===== src/rtl/seg7_scan_driver.sv =====
// seg7_scan_driver
//   Time-multiplexed driver for an N-digit common-anode seven-segment display.
//   A hex value is captured into a shadow register on `load` and committed to
//   the displayed (active) register only at frame boundaries, so a frame never
//   shows a mix of old and new digits. Each digit gets a PRESCALE-cycle slot
//   whose first DEADTIME cycles keep every anode off to avoid ghosting.
//
// Parameters
//   DIGITS   number of digits (2..16)
//   PRESCALE clock cycles per digit slot (>= 2)
//   DEADTIME dark cycles at the start of each slot (< PRESCALE)
//
// Ports
//   clk    in   system clock
//   rst    in   synchronous active-high reset
//   value  in   hex nibbles, nibble i = value[4*i+3:4*i] is digit i (digit 0 leftmost)
//   dp_in  in   decimal point per digit, 1 = lit
//   load   in   one-cycle strobe capturing value/dp_in into the shadow register
//   blank  in   live per-digit blank mask, 1 = digit dark (not shadowed)
//   anode  out  active-low digit enables, digit i drives anode[DIGITS-1-i]
//   seg    out  active-low segments {g,f,e,d,c,b,a}
//   dp     out  active-low decimal point
//   frame  out  one-cycle pulse registered from the commit boundary
//
// Build option
//   SEG7_LEADING_ZERO_BLANK_EN: when defined, leading zero digits of the active
//   value are suppressed (the last digit always shows; a suppressed digit's
//   decimal point still lights if set).
module seg7_scan_driver #(
  parameter int DIGITS   = 4,
  parameter int PRESCALE = 50000,
  parameter int DEADTIME = 64
) (
  input  logic                  clk,
  input  logic                  rst,
  input  logic [4*DIGITS-1:0]   value,
  input  logic [DIGITS-1:0]     dp_in,
  input  logic                  load,
  input  logic [DIGITS-1:0]     blank,
  output logic [DIGITS-1:0]     anode,
  output logic [6:0]            seg,
  output logic                  dp,
  output logic                  frame
);

  localparam int CW = ($clog2(PRESCALE) > 0) ? $clog2(PRESCALE) : 1;
  localparam int IW = ($clog2(DIGITS) > 0) ? $clog2(DIGITS) : 1;

  localparam logic [CW-1:0] CNT_LAST = CW'(PRESCALE - 1);
  localparam logic [CW-1:0] DEAD_END = CW'(DEADTIME);
  localparam logic [IW-1:0] IDX_LAST = IW'(DIGITS - 1);

  function automatic logic [6:0] decode(input logic [3:0] nib);
    logic [6:0] s;
    unique case (nib)
      4'h0: s = 7'h40;
      4'h1: s = 7'h79;
      4'h2: s = 7'h24;
      4'h3: s = 7'h30;
      4'h4: s = 7'h19;
      4'h5: s = 7'h12;
      4'h6: s = 7'h02;
      4'h7: s = 7'h78;
      4'h8: s = 7'h00;
      4'h9: s = 7'h10;
      4'hA: s = 7'h08;
      4'hB: s = 7'h03;
      4'hC: s = 7'h46;
      4'hD: s = 7'h21;
      4'hE: s = 7'h06;
      default: s = 7'h0E;
    endcase
    return s;
  endfunction

  logic [CW-1:0]         cnt_q, cnt_d;
  logic [IW-1:0]         idx_q, idx_d;
  logic [4*DIGITS-1:0]   shadow_val_q, shadow_val_d;
  logic [DIGITS-1:0]     shadow_dp_q, shadow_dp_d;
  logic                  pending_q, pending_d;
  logic [4*DIGITS-1:0]   active_val_q, active_val_d;
  logic [DIGITS-1:0]     active_dp_q, active_dp_d;
  logic [DIGITS-1:0]     anode_q, anode_d;
  logic [6:0]            seg_q, seg_d;
  logic                  dp_q, dp_d;
  logic                  frame_q, frame_d;

  logic                  boundary;
  logic                  in_dead;
  logic [3:0]            sel_nib;
  logic                  sel_dp;
  logic                  sel_blank;
  logic                  sel_suppress;
  logic [DIGITS-1:0]     sel_onehot;

  // Slot counter and digit index; both wrap explicitly.
  always_comb begin
    boundary = (idx_q == IDX_LAST) && (cnt_q == CNT_LAST);
    cnt_d    = cnt_q + CW'(1);
    idx_d    = idx_q;
    if (cnt_q == CNT_LAST) begin
      cnt_d = '0;
      idx_d = (idx_q == IDX_LAST) ? '0 : idx_q + IW'(1);
    end
  end

  // Shadow/commit. A load on the boundary cycle bypasses the shadow so the
  // next frame already shows it and nothing is left pending.
  always_comb begin
    shadow_val_d = shadow_val_q;
    shadow_dp_d  = shadow_dp_q;
    pending_d    = pending_q;
    active_val_d = active_val_q;
    active_dp_d  = active_dp_q;
    if (load) begin
      shadow_val_d = value;
      shadow_dp_d  = dp_in;
    end
    if (boundary) begin
      pending_d = 1'b0;
      if (load) begin
        active_val_d = value;
        active_dp_d  = dp_in;
      end else if (pending_q) begin
        active_val_d = shadow_val_q;
        active_dp_d  = shadow_dp_q;
      end
    end else if (load) begin
      pending_d = 1'b1;
    end
  end

  // Select the current digit's data without variable-width indexing.
  always_comb begin
`ifdef SEG7_LEADING_ZERO_BLANK_EN
    logic zero_run;
    zero_run = 1'b1;
`endif
    sel_nib      = '0;
    sel_dp       = 1'b0;
    sel_blank    = 1'b0;
    sel_suppress = 1'b0;
    sel_onehot   = '0;
    for (int unsigned i = 0; i < DIGITS; i++) begin
`ifdef SEG7_LEADING_ZERO_BLANK_EN
      zero_run = zero_run && (active_val_q[4*i +: 4] == 4'h0);
`endif
      if (idx_q == IW'(i)) begin
        sel_nib                = active_val_q[4*i +: 4];
        sel_dp                 = active_dp_q[i];
        sel_blank              = blank[i];
        sel_onehot[DIGITS-1-i] = 1'b1;
`ifdef SEG7_LEADING_ZERO_BLANK_EN
        sel_suppress           = zero_run && (i != DIGITS - 1);
`endif
      end
    end
  end

  always_comb begin
    in_dead = (cnt_q < DEAD_END);
    anode_d = '1;
    seg_d   = 7'h7F;
    dp_d    = 1'b1;
    frame_d = boundary;
    if (!in_dead && !sel_blank) begin
      if (sel_suppress) begin
        // Suppressed digit keeps only its decimal point, if set.
        if (sel_dp) begin
          anode_d = ~sel_onehot;
          dp_d    = 1'b0;
        end
      end else begin
        anode_d = ~sel_onehot;
        seg_d   = decode(sel_nib);
        dp_d    = ~sel_dp;
      end
    end
  end

  always_ff @(posedge clk) begin
    if (rst) begin
      cnt_q        <= '0;
      idx_q        <= '0;
      shadow_val_q <= '0;
      shadow_dp_q  <= '0;
      pending_q    <= 1'b0;
      active_val_q <= '0;
      active_dp_q  <= '0;
      anode_q      <= '1;
      seg_q        <= 7'h7F;
      dp_q         <= 1'b1;
      frame_q      <= 1'b0;
    end else begin
      cnt_q        <= cnt_d;
      idx_q        <= idx_d;
      shadow_val_q <= shadow_val_d;
      shadow_dp_q  <= shadow_dp_d;
      pending_q    <= pending_d;
      active_val_q <= active_val_d;
      active_dp_q  <= active_dp_d;
      anode_q      <= anode_d;
      seg_q        <= seg_d;
      dp_q         <= dp_d;
      frame_q      <= frame_d;
    end
  end

  assign anode = anode_q;
  assign seg   = seg_q;
  assign dp    = dp_q;
  assign frame = frame_q;

endmodule


===== config.mk =====
export PLATFORM = sky130hd
export DESIGN_NAME = seg7_scan_driver
export DESIGN_NICKNAME = d
export VERILOG_FILES = /design/src/rtl/seg7_scan_driver.sv
export SDC_FILE = /design/constraint.sdc
export NUM_CORES = 1
export LEC_CHECK = 0
export ABC_AREA = 1
export BUFFER_PORTS_ARGS = -buffer_cell sky130_fd_sc_hd__buf_2
export CAP_MARGIN = 20
export CORE_UTILIZATION = 44
export CTS_BUF_LIST = sky130_fd_sc_hd__clkbuf_4 sky130_fd_sc_hd__clkbuf_8 sky130_fd_sc_hd__clkbuf_16
export DETAILED_ROUTE_END_ITERATION = 8
export GPL_TIMING_DRIVEN = 0
export PLACE_DENSITY = 0.66
export SYNTH_ARGS = -nofsm -noshare
export SYNTH_HDL_FRONTEND = slang
export SYNTH_SLANG_ARGS = --single-unit

===== constraint.sdc =====
create_clock -name clk -period 5.2 [get_ports clk]
set_input_delay 0 -clock clk [delete_from_list [all_inputs] [get_ports clk]]
set_output_delay 0 -clock clk [all_outputs]
set_load 0.05 [all_outputs]

==> key figures <==
STA
  • Final Slew Violations: 0
  • Final hold vios: 0
  • Endpoints failing setup: 0
  • Setup TNS Final: 0 ns
  • RSZ-0062 raised after global routing: no
  • Final Skew: 0.00775 ns
  • Maximum clock frequency: 416 MHz
  • Least-Margin Pin Slew: 0.585 ns
  • Hold Slack: 0.0350 ns
  • Final period utilization: 46.3%
  • Setup ws final: 2.79 ns
  • Max_slew headroom: 61.0%
  • Fin crit period: 2.41 ns

Cells and area
  • Layout filler cell count: 785
  • Layout cells sized above 1: 19.5%
  • Nets: 567
  • Syn-to-layout area delta: 14.7%
  • Antenna Cells: 0

GRT
  • Global-route wire length before repair: 13.4 mm
  • Total gr overflow: 0
  • Largest net degree at the start of global routing: 14
  • Initial antenna violation count: 0
  • Number of global-route vias before repair: 3047
  • Total track usage: 20.0%

Logic synthesis
  • Post-Synth Adder-Cell Area: 3.93%
  • Synthesized flop and latch total: 72
  • Post-Syn Area: 3500 um^2
  • Top-count cell post-synth: nand2_1
  • Synth warnings: 0
  • Ys async rst share: 0%
  • Post-Synth Simple-Gate Area: 34.0%
  • Area share of the largest cell type after synthesis: 41.2%
  • Cell taking the most area after synthesis: dfxtp_1
  • Post-synth net total: 518
  • Cells after Synth: 480
  • Mapped Avg Cell Area: 7.30 um^2
  • Largest family of logic cells by synthesized area: simple AND/OR/NAND/NOR gates
  • Dominant synthesized flop cell: dfxtp_1
  • Seq/Total Area, Yosys: 41.2%
  • Mux cell area share after synthesis: 0%
  • Commonest cells in the netlist: 100 x nand2_1, 72 x dfxtp_1, 52 x nor2_1
  • Post-Synth XOR/XNOR Area: 0.500%
  • Synth area leaders: dfxtp_1 41%, nand2_1 11%, a21oi_1 5.7%, nor2_1 5.6%, inv_1 5.3%
  • Distinct cells, synth: 31
  • Synth Area in Compound Gates: 11.2%
  • Post-synth EDFFs: 0

CTS
  • CTS tree: built
  • Clock Sinks: 72
  • Clock transition at the registers of the reported paths: 0.08 ns
  • Worst-skew pair later-pin latency: 0.34 ns
  • TritonCTS Buffers: 9
  • Clk buf depth: 2
  • Post-CTS Hold Fix Bufs: 0
  • Postcts setup bufs: 0
  • Root Buffer: clkbuf_8
  • H-tree depth: 3
  • Post-cts sizing count: 0

Placement
  • Post-detail-place hpwl: 5.67 mm
  • PortBufs: 38
  • Placer Congestion: 0.832
  • Worst slack at placement: 2.82 ns

Power
  • Overall power: 1.07 mW
  • Worst ir drop on vdd: 0.123 mV
  • Comb power frac: 6.1%
  • Cell Pwr Density: 266 nW/um^2
  • Reg power frac: 53.3%
  • P_sw: 252 uW
  • Clk network pwr share: 40.6%
  • Leak: 1.67 nW
  • Internal power: 814 uW
  • Switch share: 23.6%

Critical path
  • Data required, critical path: 5.43 ns
  • Critical path, cell by cell: inv_1 -> ha_1 -> buf_2 -> nor2_1 -> nand2_1 -> nand2_1 -> nand3_1 -> nand2_1 -> inv_1 -> ha_1 -> inv_1 -> nand3_1 -> nand3_1 -> nand2_1 -> nand2_1
  • Worst path depth: 15
  • WP data arrival: 2.64 ns
  • CP max FO: 10
  • Worst path slowest cell: dfxtp_1
  • Crit-path max cell delay: 0.38 ns
  • FF-to-FF path depth: 15
  • WS Path Type: reg -> reg
  • Crit. End Element: register
  • Element type at the critical path start: register
  • Critical path's most frequent cell: nand2_1
  • WP buf/inv: 4
  • CP delay by family, top: simple AND/OR/NAND/NOR gates

Routing
  • Wirelength, routed: 7.56 mm
  • Drt drc: 0
  • DR top layer: met4
  • WL met2: 3.53 mm
  • Via Count: 3112
  • Routed vias/inst: 4.89
  • Antenna Nets Post-Route: 0
  • Routed WL per cell: 11.9 um
  • DR WL met3: 327 um
  • Iter 0 DRT Violations: 141
  • 1st-pass router iterations: 4
  • Met1 WL: 3.62 mm

Floorplanning
  • Die Wd: 91.2 um
  • Core area: 7730 um^2
  • # IOs: 40
  • Core Rows: 32
  • Initial Util: 45.3%
  • Die height: 91.2 um
  • DIE AREA: 8320 um^2

Hold path
  • WHS Path Cells: 3
  • Hold Path Class: in -> reg

Flow run
  • Max-cap violations: 0

Status
  • Status: complete, no violations
## layout by cell type (no fill, tap or decap), types with 5 or more instances in the layout
cell type / instances
inv_1: 49
nor3_1: 5
clkbuf_8: 9
nand2_1: 100
nand4_1: 23
a21oi_1: 40
clkbuf_1: 12
nand2_2: 5
buf_2: 45
ha_1: 11
nand3_1: 30
nor2_1: 52
o21a_1: 20
or2_2: 25
dfxtp_1: 72
## flip-flops by register name, indices dropped and copies added, names as in the netlist
| signal | count |
|---|---|
| active_val_q | 16 |
| cnt_q | 16 |
| shadow_val_q | 16 |
| seg | 7 |
| active_dp_q | 4 |
| anode | 4 |
| shadow_dp_q | 4 |
| idx_q | 2 |
| dp | 1 |
| frame | 1 |
| pending_q | 1 |
## kinds of logic (layout without fill, tap and decap cells)
family | Yosys count | in the layout
adders and majority gates | 11 | 11
and+or+nand+nor | 253 | 253
DFF | 72 | 72
xor gates and xnor gates | 2 | 2
buffers and inverters | 75 | 129
AOI/OAI and AO/OA | 67 | 67
## final cells by class
| type | count | area, um^2 | share of cell area, % |
|---|---|---|---|
| Sequential cell | 72 | 1440 | 35.9 |
| Buffer | 24 | 129 | 3.21 |
| Clock inverter | 7 | 72.6 | 1.81 |
| Multi-Input combinational cell | 333 | 1740 | 43.3 |
| Tap cell | 102 | 128 | 3.18 |
| Inverter | 51 | 191 | 4.77 |
| Clock buffer | 9 | 124 | 3.08 |
| Timing Repair Buffer | 38 | 190 | 4.74 |
## power groups by stage
stage	combinational [mW]	clock, mW	sequential [mW]
2_1_floorplan	0.0452	0	0.580
3_3_place_gp	0.0642	0	0.581
3_5_place_dp	0.0659	0	0.581
4_1_cts	0.0661	0.446	0.568
5_1_grt	0.0748	0.472	0.570
6_report	0.0652	0.433	0.568
## final timing paths
| check | from | endpoint | slack (ns) |
|---|---|---|---|
| worst min-delay path | load | pending_q | 0.03 |
| worst max-delay path | idx_q[1] | seg[3] | 2.79 |
| worst max register to register | idx_q[1] | seg[3] | 2.79 |
| worst min register to register | active_val_q[8] | active_val_q[8] | 0.46 |
## layer usage
metal / global-route usage, % / vias to the layer above
met1: 26.2 / 1392
met2: 33.3 / 64
li1: - / 1648
met5: 0 / -
met4: 7.67 / 0
met3: 3.02 / 8
## through the flow
step | instances | area, um^2 | utilization [%]
floorplan | 480 | 3500 | -
global placement | 620 | 3820 | 49.4
detailed placement | 620 | 3820 | 49.4
CTS | 636 | 4020 | 52.0
global route | 636 | 4020 | 52.0
finish | 636 | 4020 | 52.0
## worst register-to-register path: cells and delay by family (launching register included)
family / cells / cell delay [ns]
adder cells (fa/ha/maj): 2 / 0.52
flip-flops: 1 / 0.38
AND/OR/NAND/NOR: 9 / 0.97
buffers and inverters: 4 / 0.43
Note: power is estimated with default switching activity, not from simulation.
